File: src/rtl/elevator_pkg.sv
// Shared elevator definitions: default panel geometry and panel FSM state encoding.
package elevator_pkg;

  localparam int unsigned DEF_NUM_FLOORS     = 8;
  localparam int unsigned DEF_FLOOR_W        = 4;
  localparam int unsigned DEF_TIMEOUT_CYCLES = 1024;

  typedef enum logic [1:0] {
    P_IDLE  = 2'd0,
    P_OFFER = 2'd1,
    P_WAIT  = 2'd2
  } panel_state_e;

endpackage

File: src/rtl/scan_target_select.sv
// SCAN target picker: keeps the current direction while a request lies ahead,
// otherwise reverses and takes the nearest request behind.
// Ports:
//   pending     in   NUM_FLOORS  latched floor requests
//   car_floor   in   FLOOR_W     current car floor
//   dir_up      in   1           current direction, 1 = up
//   found       out  1           at least one request pending
//   target      out  FLOOR_W     chosen floor (0 when nothing pending)
//   next_dir_up out  1           direction after selection
module scan_target_select
  import elevator_pkg::*;
#(
  parameter int unsigned NUM_FLOORS = DEF_NUM_FLOORS,
  parameter int unsigned FLOOR_W    = DEF_FLOOR_W
) (
  input  logic [NUM_FLOORS-1:0] pending,
  input  logic [FLOOR_W-1:0]    car_floor,
  input  logic                  dir_up,
  output logic                  found,
  output logic [FLOOR_W-1:0]    target,
  output logic                  next_dir_up
);

  logic               lo_ge_found, lo_gt_found, hi_le_found, hi_lt_found;
  logic [FLOOR_W-1:0] lo_ge, lo_gt, hi_le, hi_lt;

  // Descending scan leaves the lowest match; ascending scan leaves the highest.
  always_comb begin
    lo_ge_found = 1'b0;
    lo_gt_found = 1'b0;
    hi_le_found = 1'b0;
    hi_lt_found = 1'b0;
    lo_ge       = '0;
    lo_gt       = '0;
    hi_le       = '0;
    hi_lt       = '0;
    for (int f = int'(NUM_FLOORS) - 1; f >= 0; f--) begin
      if (pending[f] && (FLOOR_W'(f) >= car_floor)) begin
        lo_ge_found = 1'b1;
        lo_ge       = FLOOR_W'(f);
      end
      if (pending[f] && (FLOOR_W'(f) > car_floor)) begin
        lo_gt_found = 1'b1;
        lo_gt       = FLOOR_W'(f);
      end
    end
    for (int f = 0; f < int'(NUM_FLOORS); f++) begin
      if (pending[f] && (FLOOR_W'(f) <= car_floor)) begin
        hi_le_found = 1'b1;
        hi_le       = FLOOR_W'(f);
      end
      if (pending[f] && (FLOOR_W'(f) < car_floor)) begin
        hi_lt_found = 1'b1;
        hi_lt       = FLOOR_W'(f);
      end
    end
  end

  // Direction decision; a non-empty pending set always yields a target on one side.
  always_comb begin
    found       = |pending;
    target      = '0;
    next_dir_up = dir_up;
    if (found) begin
      if (dir_up) begin
        if (lo_ge_found) begin
          target      = lo_ge;
          next_dir_up = 1'b1;
        end else begin
          target      = hi_lt;
          next_dir_up = hi_lt_found ? 1'b0 : dir_up;
        end
      end else begin
        if (hi_le_found) begin
          target      = hi_le;
          next_dir_up = 1'b0;
        end else begin
          target      = lo_gt;
          next_dir_up = lo_gt_found ? 1'b1 : dir_up;
        end
      end
    end
  end

endmodule

File: src/rtl/floor_request_panel.sv
// Floor request panel: synchronises and latches button presses, offers the
// SCAN-selected target to the car over valid/ready, and clears requests on arrival.
// Ports:
//   clk, reset     clock and synchronous active-high reset
//   btn            raw asynchronous button levels, bit f = floor f
//   car_floor      current car floor
//   car_arrived    1-cycle pulse, car stopped at car_floor
//   req_ready      car accepts req_floor
//   req_valid      target offer valid
//   req_floor      target floor, stable while req_valid
//   pending        latched requests (lamps)
//   dir_up         current SCAN direction, 1 = up
//   timeout_fault  1-cycle pulse on arrival watchdog expiry
module floor_request_panel
  import elevator_pkg::*;
#(
  parameter int unsigned NUM_FLOORS     = DEF_NUM_FLOORS,
  parameter int unsigned FLOOR_W        = DEF_FLOOR_W,
  parameter int unsigned TIMEOUT_CYCLES = DEF_TIMEOUT_CYCLES
) (
  input  logic                  clk,
  input  logic                  reset,
  input  logic [NUM_FLOORS-1:0] btn,
  input  logic [FLOOR_W-1:0]    car_floor,
  input  logic                  car_arrived,
  input  logic                  req_ready,
  output logic                  req_valid,
  output logic [FLOOR_W-1:0]    req_floor,
  output logic [NUM_FLOORS-1:0] pending,
  output logic                  dir_up,
  output logic                  timeout_fault
);

  localparam int unsigned WD_W  = $clog2(TIMEOUT_CYCLES);
  localparam int unsigned CMP_W = FLOOR_W + 1;

  panel_state_e state, state_nxt;

  logic [NUM_FLOORS-1:0] sync1, sync2, sync3;
  logic [NUM_FLOORS-1:0] rise, clr_mask, pending_nxt, pend_shift;
  logic [WD_W-1:0]       wd, wd_nxt;
  logic                  tgt_pending, arrive_at_req, wd_expired;
  logic                  found, next_dir_up;
  logic [FLOOR_W-1:0]    target;
  logic                  req_valid_nxt, dir_up_nxt, timeout_nxt;
  logic [FLOOR_W-1:0]    req_floor_nxt;

  scan_target_select #(
    .NUM_FLOORS (NUM_FLOORS),
    .FLOOR_W    (FLOOR_W)
  ) u_scan (
    .pending     (pending),
    .car_floor   (car_floor),
    .dir_up      (dir_up),
    .found       (found),
    .target      (target),
    .next_dir_up (next_dir_up)
  );

  // Press/clear path: a clear on the same floor in the same cycle beats the press.
  always_comb begin
    rise     = sync2 & ~sync3;
    clr_mask = '0;
    if (car_arrived && ({1'b0, car_floor} < CMP_W'(NUM_FLOORS))) begin
      clr_mask = NUM_FLOORS'(1) << car_floor;
    end
    pending_nxt   = (pending | rise) & ~clr_mask;
    pend_shift    = pending >> req_floor;
    tgt_pending   = pend_shift[0];
    arrive_at_req = car_arrived && (car_floor == req_floor);
    wd_expired    = (wd == WD_W'(TIMEOUT_CYCLES - 1));
  end

  // State register.
  always_ff @(posedge clk) begin
    if (reset) begin
      state <= P_IDLE;
    end else begin
      state <= state_nxt;
    end
  end

  // Next-state logic.
  always_comb begin
    state_nxt = state;
    case (state)
      P_IDLE: begin
        if (found) state_nxt = P_OFFER;
      end
      P_OFFER: begin
        if (!tgt_pending)   state_nxt = P_IDLE;
        else if (req_ready) state_nxt = P_WAIT;
      end
      P_WAIT: begin
        if (arrive_at_req || !tgt_pending) state_nxt = P_IDLE;
        else if (wd_expired)               state_nxt = P_OFFER;
      end
      default: state_nxt = P_IDLE;
    endcase
  end

  // Output logic: next values of the registered outputs and the watchdog.
  always_comb begin
    req_valid_nxt = (state_nxt == P_OFFER);
    req_floor_nxt = req_floor;
    dir_up_nxt    = dir_up;
    timeout_nxt   = (state == P_WAIT) && (state_nxt == P_OFFER);
    wd_nxt        = '0;
    if ((state == P_IDLE) && found) begin
      req_floor_nxt = target;
      dir_up_nxt    = next_dir_up;
    end
    if ((state == P_WAIT) && (state_nxt == P_WAIT)) begin
      wd_nxt = wd + 1'b1;
    end
  end

  // Datapath registers: synchroniser, lamps, watchdog and registered outputs.
  always_ff @(posedge clk) begin
    if (reset) begin
      sync1         <= '0;
      sync2         <= '0;
      sync3         <= '0;
      pending       <= '0;
      wd            <= '0;
      req_valid     <= 1'b0;
      req_floor     <= '0;
      dir_up        <= 1'b1;
      timeout_fault <= 1'b0;
    end else begin
      sync1         <= btn;
      sync2         <= sync1;
      sync3         <= sync2;
      pending       <= pending_nxt;
      wd            <= wd_nxt;
      req_valid     <= req_valid_nxt;
      req_floor     <= req_floor_nxt;
      dir_up        <= dir_up_nxt;
      timeout_fault <= timeout_nxt;
    end
  end

endmodule

File: config.mk
export PLATFORM = sky130hd
export DESIGN_NAME = floor_request_panel
export DESIGN_NICKNAME = d
export VERILOG_FILES = /design/src/rtl/elevator_pkg.sv /design/src/rtl/scan_target_select.sv /design/src/rtl/floor_request_panel.sv
export SDC_FILE = /design/constraint.sdc
export NUM_CORES = 1
export LEC_CHECK = 0
export BUFFER_PORTS_ARGS = -buffer_cell sky130_fd_sc_hd__buf_2
export CAP_MARGIN = 10
export CORE_MARGIN = 4
export CORE_UTILIZATION = 58
export CTS_CLUSTER_DIAMETER = 120
export DETAILED_ROUTE_END_ITERATION = 6
export PLACE_DENSITY = 0.88
export SLEW_MARGIN = 20
export SYNTH_ARGS = -nofsm -noshare
export SYNTH_HDL_FRONTEND = slang
export SYNTH_SLANG_ARGS = --single-unit
File: constraint.sdc
create_clock -name clk -period 2.4 [get_ports clk]
set_clock_uncertainty 0.1 [all_clocks]
set_input_delay 0.36 -clock clk [delete_from_list [all_inputs] [get_ports clk]]
set_output_delay 0.36 -clock clk [all_outputs]
set_load 0.01 [all_outputs]
==> results of run 1 <==
flip-flops by register name, indices dropped and copies added (netlist names), 2 cells and up:
name	flops
pending	8
req_floor	3
state	2
sync1	8
sync2	8
sync3	8
wd	10
how the worst max path moves through the flow:
stage / from / endpoint / cells after the start
after floorplan: req_floor[0] / wd[2] / 6
after global placement: car_floor[2] / req_floor[0] / 8
after detailed placement: car_floor[0] / req_floor[0] / 7
after CTS: req_floor[0] / wd[3] / 6
after global routing: pending[4] / req_floor[0] / 7
final: req_floor[0] / wd[3] / 6
cell families (layout without fill, tap and decap cells):
| logic type | after synthesis | count (layout) |
|---|---|---|
| xor+xnor | 10 | 10 |
| flops | 50 | 50 |
| simple gates | 109 | 109 |
| mux | 5 | 5 |
| fa+ha+maj | 1 | 1 |
| other cells | 1 | 1 |
| compound gates | 86 | 86 |
| buf+inv | 37 | 66 |
final cells by class:
cell class,count,area (sq um),share of cell area (%)
Clock buffer,6,82.6,2.88
Clock inverter,2,16.3,0.566
Inverter,15,56.3,1.96
Multi-Input combinational cell,212,1400,48.8
Sequential cell,50,1000,34.9
Tap cell,52,65.1,2.27
Timing Repair Buffer,43,250,8.71
placed cells by master, fill, tap and decap left out, drive strengths merged, types with 3 or more instances in the layout:
cell,count
inv,16
a31oi,3
a211oi,7
clkbuf,6
xor2,7
nand2b,8
o21ai,9
a22oi,3
a21o,3
nor2b,26
a21oi,22
a311oi,7
nor4,3
and3,3
nand3,9
nand2,16
xnor2,3
a221oi,5
buf,43
nor3,6
o21bai,3
dfxtp,50
nor2,28
o31ai,3
critical path, cell delays in order (launching register included):
cell and delay (ps):
dfxtp_1 440, mux4_1 610, o41ai_1 80, mux2_2 250, mux2i_1 280, nand2_2 180
nor2_1 140
per-stage QoR:
step                hold slack, ps  instances  power, mW  util [%]
finish                         161        380       1.80      66.4
CTS                            153        380       1.81      66.4
global route                   154        380       1.91      66.4
global placement               316        372       1.30      64.1
floorplan                      314        299       1.19         -
detailed placement             324        372       1.30      64.1
report_power, final:
part | internal, mW | switching [mW] | leakage, nW
sequential | 0.873 | 0.0524 | 0.409
combinational | 0.162 | 0.202 | 0.648
clock | 0.237 | 0.276 | 0.0478
total | 1.27 | 0.530 | 1.11
layer usage:
layer | GRT usage (%) | up-vias
li1 | - | 1127
met1 | 32.2 | 1101
met2 | 36.7 | 121
met3 | 5.87 | 21
met4 | 9.88 | 0
met5 | 0 | -
==> flow_metrics.tcl, run 1 <==
set metrics [dict create \
    m1WireLength_mm 2.61 \
    placed_cell_area_sq_um 2770 \
    fin_tns_setup_ps 0 \
    initial_core_util_pct 59.8 \
    cp-start-kind "register" \
    netlist_area_sq_um 2580 \
    synthMuxAreaShare_pct 3.15 \
    worst_ep_arrival_time_ps 2300 \
    viasPerCell 6.24 \
    cts_tree "yes" \
    die_h_um 74.7 \
    rsz0062_at_grt "no" \
    synth_commonest_cells "dfxtp_1, nor2_1, nor2b_1" \
    synth_edf_count 0 \
    max_clock_freq_ghz 0.464 \
    n_fill_cell 375 \
    antenna_cells 0 \
    holdPathEnd "sync1[7]" \
    yosys.area_share.simple_pct 22.7 \
    dp_hpwl_mm 4.22 \
    clkTransAtPathRegs_ps 90 \
    worst_pin_slew_ps 743 \
    crit_type "reg -> reg" \
    synth_compound_area_share_pct 24.3 \
    finalMaxSlewViolations 0 \
    nets 344 \
    hold_violations 0 \
    synthFlopType "dfxtp_1" \
    vdd_ir_drop_max_v 0.000480 \
    synthToLayoutAreaGrowth_pct 11.1 \
    cp_data_required_time_ps 2540 \
    cts_hold_buffers 0 \
    avgSynthCellArea_sq_um 8.64 \
    cts_made_buffers 5 \
    cts_root_buf "clkbuf_8" \
    antenna_found_initial 0 \
    post_cts.repair.setup_buffers 0 \
    r2r-end "wd[3]" \
    ys_async_sr_fraction_pct 0 \
    crit_path_end_kind "register" \
    ys_warn_count 0 \
    ant_nets 0 \
    slew_headroom_pct 50.4 \
    cap_violations 0 \
    synth-xor-area-share_pct 3.39 \
    status "finished clean" \
    synth_adder_area_share_pct 0.484 \
    core_sq_um 4320 \
    cts_buffer_depth 2 \
    top_layer_used "met4" \
    post-synth-top-count-cell "dfxtp_1" \
    synth_cell_types 65 \
    met2WireLength_mm 2.86 \
    r2r_slack_ps 240 \
    period_share_pct 89.8 \
    synthCells 299 \
    p_per_area_nw_per_um2 628 \
    vias 2370 \
    synth_area_leader_cell "dfxtp_1" \
    reg2reg_depth 6 \
    htreeDepth 2 \
    syn_nets 316 \
    track_usage_pct 23.9 \
    drt_pass1_iterations 5 \
    grt_pass1_wl_mm 10.4 \
    rows 24 \
    path_max_fanout 9 \
    r2r_start "req_floor[0]" \
    drt_iter0_drc 332 \
    die_width_um 74.7 \
    fin_ws_ps 244 \
    cts_resized 0 \
    post-route-min-period_ps 2160 \
    finalSetupViolations 0 \
    io_pins 31 \
    place_ws_ps 178 \
    overflow 0 \
    synthTopCellsByArea "dfxtp_1, nor2b_1, a21oi_1" \
    route.met3.wl_um 464 \
    io_buffers 29 \
    layout-drive-gt1-share_pct 20.1 \
    clkLatencyLatePin_ps 300 \
    drt_wl_total_mm 6.11 \
    die_area_sq_um 5590 \
    p_leak_nw 1.11 \
    synth_top_family_by_area "compound AO/OA/AOI/OAI gates" \
    grt_start_max_net_pins 42 \
    holdPathStages 2 \
    worstHoldStart "btn[7]" \
    place_congestion 0.974 \
    worstHoldPathType "in -> reg" \
    ys_ff_latch 50 \
    synth_top_area_share_pct 38.7 \
    cts.sinks 50 \
    post_drt_wl_per_cell_um 16.1 \
    grt_pass1_vias 2188 \
    drc 0 \
    seq_area_frac_synth_pct 38.7 \
    finish.instance_area_sq_um 2870 \
]
No activity file was read; power rests on OpenSTA's default activity.
==> run 2, diff against run 1 <==
--- a/config.mk
+++ b/config.mk
@@ -11,8 +11,9 @@
 export CORE_UTILIZATION = 58
 export CTS_CLUSTER_DIAMETER = 120
 export DETAILED_ROUTE_END_ITERATION = 6
-export PLACE_DENSITY = 0.88
+export PLACE_DENSITY = 0.87
 export SLEW_MARGIN = 20
 export SYNTH_ARGS = -nofsm -noshare
 export SYNTH_HDL_FRONTEND = slang
+export SYNTH_HIERARCHICAL = 1
 export SYNTH_SLANG_ARGS = --single-unit
==> run 2 against run 1 <==
Effect of this change: synthesized cell count increased by 3.7%; critical path depth unchanged; first-iteration DRC count increased by 2.4%; critical endpoint is now req_valid; largest power group unchanged.
==> flow_metrics.tcl, run 2 <==
set metrics [dict create \
    multi_input_area_sq_um 1550 \
    rows 24 \
    p_per_area_nw_per_um2 634 \
    ff_latch_area_sq_um 1020 \
    cts_buffer_depth 2 \
    layout-drive-gt1-share_pct 20.8 \
    layout_commonest_cell "dfxtp_1" \
    place_congestion 0.928 \
    slowest_stage "nor4_1" \
    synth_cell_types 68 \
    pwr-share-seq_pct 49.7 \
    hold_slack_ps 161 \
    drt_wl_total_mm 6.12 \
    synth_commonest_cells "dfxtp_1, nor2b_1, nor2_1" \
    n_fill_cell 361 \
    antenna_cells 0 \
    r2r_slack_ps 320 \
    overflow 0 \
    synth_edf_count 0 \
    crit_type "reg -> reg" \
    cp_top_family "simple AND/OR/NAND/NOR gates" \
    htreeDepth 2 \
    grt_start_max_net_pins 41 \
    core_sq_um 4470 \
    drt_pass1_iterations 4 \
    netlist_area_sq_um 2750 \
    io_pins 31 \
    io_buffers 30 \
    die_width_um 76.9 \
    p_comb_share_pct 23.8 \
    track_usage_pct 20.6 \
    synthCells 310 \
    placed_cell_area_sq_um 2940 \
    drc 0 \
    worstHoldPathType "in -> reg" \
    viasPerCell 6.06 \
    cp_data_required_time_ps 2470 \
    seq_area_frac_synth_pct 37.1 \
    cts_tree "yes" \
    cts_resized 0 \
    swShare_pct 31.7 \
    grt_pass1_wl_mm 10.1 \
    crit_path_max_incr_delay_ps 590 \
    finalSetupViolations 0 \
    final_cell_mix "dfxtp_1, nor2b_1, buf_2" \
    reg2reg_depth 6 \
    post_drt_wl_per_cell_um 15.6 \
    synthToLayoutAreaGrowth_pct 10.3 \
    initial_core_util_pct 61.5 \
    fin_tns_setup_ps 0 \
    path_cells "nor4_1, nand3_1, nand2b_1, nor2_1, a31oi_1, a221oi_1" \
    vdd_ir_drop_max_v 0.000540 \
    finalMaxSlewViolations 0 \
    ys_ff_latch 51 \
    largest_reg_flops 10 \
    rsz0062_at_grt "no" \
    status "finished clean" \
    synth_area_leader_cell "dfxtp_1" \
    p_leak_nw 1.17 \
    worst_ep_arrival_time_ps 2150 \
    worstHoldStart "btn[2]" \
    antenna_found_initial 0 \
    vias 2380 \
    slew_headroom_pct 57.8 \
    grt_pass1_vias 2182 \
    post-route-min-period_ps 2080 \
    largest-register "wd" \
    post-synth-top-count-cell "dfxtp_1" \
    path_buf_inv 0 \
    post_cts.repair.setup_buffers 0 \
    clkTransAtPathRegs_ps 100 \
    drt_iter0_drc 340 \
    cap_violations 0 \
    period_share_pct 86.5 \
    nets 357 \
    synthTopCellsByArea "dfxtp_1, nor2b_1, nor3_2" \
    ys_warn_count 6 \
    max_clock_freq_ghz 0.482 \
    r2r-end "req_valid" \
    synthFlopType "dfxtp_1" \
    cp-start-kind "register" \
    worst_pin_slew_ps 628 \
    clkLatencyLatePin_ps 300 \
    holdPathStages 2 \
    synth_top_area_share_pct 37.1 \
    ys_async_sr_fraction_pct 0 \
    hold_violations 0 \
    syn_nets 327 \
    crit_path_end_kind "register" \
    avgSynthCellArea_sq_um 8.88 \
    cts_made_buffers 5 \
    p_clk_share_pct 26.6 \
    path_max_fanout 7 \
    dp_hpwl_mm 4.40 \
    cts_root_buf "clkbuf_8" \
    finish.instance_area_sq_um 3040 \
    power.internal_mw 1.31 \
    cts_hold_buffers 0 \
    ant_nets 0 \
    die_area_sq_um 5910 \
    cts.sinks 51 \
    die_h_um 76.9 \
    switching_power_mw 0.610 \
    r2r_start "pending[6]" \
    holdPathEnd "sync1[2]" \
]
run 2: per-layer routing:
layer | wire length (um) | track usage [%] | up-vias
met5 | 0 | 0 | -
met4 | 43 | 4.71 | 0
met3 | 389 | 3.75 | 4
met2 | 2820 | 32.4 | 81
met1 | 2870 | 29.4 | 1118
li1 | - | - | 1177
run 2: metrics by stage:
stage | std cells | total power, mW | worst slack [ps] | util [%]
3_3_place_gp | 385 | 1.42 | 267 | 65.7
5_1_grt | 393 | 2.04 | 175 | 67.9
3_5_place_dp | 385 | 1.43 | 176 | 65.7
2_1_floorplan | 310 | 1.31 | 549 | -
4_1_cts | 393 | 1.94 | 390 | 67.9
6_report | 393 | 1.92 | 324 | 67.9
run 2: worst register-to-register path, delay by kind of cell, from the launching register on:
family,cells,cell delay (ps)
flip-flops,1,380
AND/OR/NAND/NOR,4,1130
AO/OA/AOI/OAI,2,350
run 2: power groups by stage:
stage,clock [mW],sequential [mW],combinational (mW)
finish,0.511,0.956,0.458
global route,0.570,0.967,0.502
CTS,0.530,0.955,0.454
detailed placement,0,0.975,0.452
global placement,0,0.973,0.445
floorplan,0,0.966,0.342
run 2: cells by family after synthesis:
logic type,count (synthesis),share of synthesized area [%]
and+or+nand+nor,114,25.3
xor gates and xnor gates,12,3.82
DFF,51,37.1
adders and majority gates,1,0.454
AOI/OAI and AO/OA,88,23.5
buffers and inverters,36,6.63
muxes,7,3.14
other,1,0.136
run 2: worst max path at each step:
stage                  from      endpoint  slack [ps]  cells after the start
2_1_floorplan    pending[4]  req_floor[0]         550                      8
3_5_place_dp   car_floor[1]  req_floor[0]         180                      8
3_3_place_gp   car_floor[2]  req_floor[0]         270                      8
4_1_cts          pending[4]  req_floor[0]         390                      9
5_1_grt          pending[6]      state[0]         170                      6
6_report         pending[6]     req_valid         320                      6
run 2: area by class of cell:
type,count,area share [%]
Multi-Input combinational cell,223,51.1
Sequential cell,51,33.6
Timing Repair Buffer,42,7.91
Clock buffer,5,2.27
Tap cell,52,2.14
Inverter,17,2.10
Clock inverter,3,0.906
==> run 3, diff against run 2 <==
--- a/config.mk
+++ b/config.mk
@@ -5,13 +5,14 @@
 export SDC_FILE = /design/constraint.sdc
 export NUM_CORES = 1
 export LEC_CHECK = 0
+export ABC_AREA = 1
 export BUFFER_PORTS_ARGS = -buffer_cell sky130_fd_sc_hd__buf_2
 export CAP_MARGIN = 10
 export CORE_MARGIN = 4
 export CORE_UTILIZATION = 58
 export CTS_CLUSTER_DIAMETER = 120
 export DETAILED_ROUTE_END_ITERATION = 6
-export PLACE_DENSITY = 0.87
+export PLACE_DENSITY = 0.88
 export SLEW_MARGIN = 20
 export SYNTH_ARGS = -nofsm -noshare
 export SYNTH_HDL_FRONTEND = slang
==> run 3 against run 2 <==
Effect of this change: global-route usage grew 2.4 points; sequential share of layout area grew 1.3 points; combinational power shrank 14%; final cell count grew 21%; core utilization grew 2.7 points; critical path depth grew 2; sequential power shrank 1%.
==> flow_metrics.tcl, run 3 <==
set metrics [dict create \
    status "finished clean" \
    die_area_sq_um 5580 \
    synth_area_leader_cell "dfxtp_1" \
    clkLatencyLatePin_ps 310 \
    crit_path_end_kind "register" \
    cts_tree "yes" \
    largest_reg_flops 10 \
    synthFlopType "dfxtp_1" \
    max_clock_freq_ghz 0.530 \
    seq_area_frac_synth_pct 39.6 \
    post_drt_wl_per_cell_um 12.5 \
    ys_async_sr_fraction_pct 0 \
    htreeDepth 2 \
    antenna_cells 0 \
    grt_pass1_wl_mm 9.88 \
    rows 23 \
    finish.instance_area_sq_um 2920 \
    viasPerCell 5.23 \
    ant_nets 0 \
    drt_pass1_iterations 5 \
    synth_cell_types 33 \
    ys_ff_latch 51 \
    track_usage_pct 23.1 \
    antenna_found_initial 0 \
    nets 442 \
    reg2reg_depth 8 \
    synthCells 391 \
    r2r-end "state[0]" \
    avgSynthCellArea_sq_um 6.60 \
    cp-start-kind "register" \
    synth_edf_count 0 \
    crit_type "reg -> reg" \
    cap_violations 0 \
    worstHoldPathType "in -> reg" \
    io_pins 31 \
    layout_commonest_cell "nand2_1" \
    place_ws_ps 449 \
    dp.cells 468 \
    vdd_ir_drop_max_v 0.000475 \
    n_fill_cell 333 \
    cts.sinks 51 \
    fin_tns_setup_ps 0 \
    worst_ep_arrival_time_ps 2000 \
    drt_wl_total_mm 5.96 \
    largest-register "wd" \
    netlist_area_sq_um 2580 \
    path_max_fanout 10 \
    fin_ws_ps 515 \
    r2r_slack_ps 510 \
    cts_buffer_depth 2 \
    instances_no_fill 476 \
    finalMaxSlewViolations 0 \
    ys_warn_count 6 \
    synth_top_area_share_pct 39.6 \
    finalSetupViolations 0 \
    place_congestion 1.03 \
    layout-drive-gt1-share_pct 17.1 \
    holdPathStages 3 \
    placed_cell_area_sq_um 2790 \
    rsz0062_at_grt "no" \
    synthToLayoutAreaGrowth_pct 13.2 \
    dp_hpwl_mm 4.32 \
    grt_start_max_net_pins 34 \
    cts_resized 0 \
    cts_hold_buffers 0 \
    io_buffers 30 \
    cts_made_buffers 5 \
    final_cell_mix "nand2_1, nor2_1, inv_1" \
    holdPathEnd "sync1[5]" \
    post_cts.repair.setup_buffers 0 \
    synthTopCellsByArea "dfxtp_1, nand2_1, nor2_1" \
    post-synth-top-count-cell "nand2_1" \
    grt_pass1_vias 2210 \
    period_share_pct 78.6 \
    drt_iter0_drc 223 \
    p_per_area_nw_per_um2 700 \
    p_leak_nw 1.45 \
    initial_core_util_pct 62.3 \
    synth_commonest_cells "nand2_1, nor2_1, inv_1" \
    core_sq_um 4140 \
    r2r_start "pending[4]" \
    syn_nets 408 \
    hold_violations 0 \
    cts_root_buf "clkbuf_8" \
    clkTransAtPathRegs_ps 100 \
    post-route-min-period_ps 1890 \
    die_width_um 74.7 \
    worstHoldStart "btn[5]" \
    drc 0 \
    vias 2490 \
    die_h_um 74.7 \
    overflow 0 \
    cp_data_required_time_ps 2520 \
]
## run 3: cell type report
cell class / instances / area [sq um] / share of cell area, %
sequential: 51 / 1020 / 34.9
clock inverter: 3 / 67.6 / 2.31
tap: 50 / 62.6 / 2.14
multi-input combinational: 265 / 1270 / 43.5
clock buffer: 5 / 68.8 / 2.35
timing repair buffer: 32 / 165 / 5.65
inverter: 70 / 265 / 9.08
## run 3: layer usage
metal / vias to the layer above / wire length [um] / track usage [%]
met5: - / 0 / 0
met3: 15 / 332 / 4.01
li1: 1260 / - / -
met4: 0 / 157 / 8.10
met1: 1125 / 2570 / 28.6
met2: 90 / 2900 / 40.3
## run 3: where the power goes
part | internal (mW) | switching [mW] | leakage, nW
clock network | 0.416 | 0.290 | 0.0644
registers | 0.893 | 0.0521 | 0.418
logic | 0.142 | 0.254 | 0.971
## run 3: worst max path at each step
stage	slack [ps]	from	to
global placement	470	car_floor[3]	req_floor[0]
CTS	570	pending[4]	state[0]
global route	360	pending[4]	req_floor[1]
detailed placement	450	car_floor[3]	req_floor[0]
finish	510	pending[4]	state[0]
floorplan	820	car_floor[3]	req_floor[0]
## run 3: critical path, cell delays in order (launching register included)
cell and delay (ps):
dfxtp_1 430, nor2_1 170, nand2_1 100, nor2_1 270, inv_1 130, nand3_1 290, nand3_1 140, nand2_1 120
inv_1 50
## run 3: cells by family after synthesis
kind of cell	synth area share [%]
compound gates	6.74
buf+inv	11.1
xor+xnor	2.71
other cells	0.145
flops	39.6
simple gates	39.2
fa+ha+maj	0.485
## run 3: metrics by stage
stage	power (mW)	utilization, %	hold WS [ps]
floorplan	1.23	-	288
global placement	1.34	67.2	289
detailed placement	1.35	67.2	296
CTS	2.04	70.5	147
global route	2.14	70.5	144
finish	2.05	70.5	149
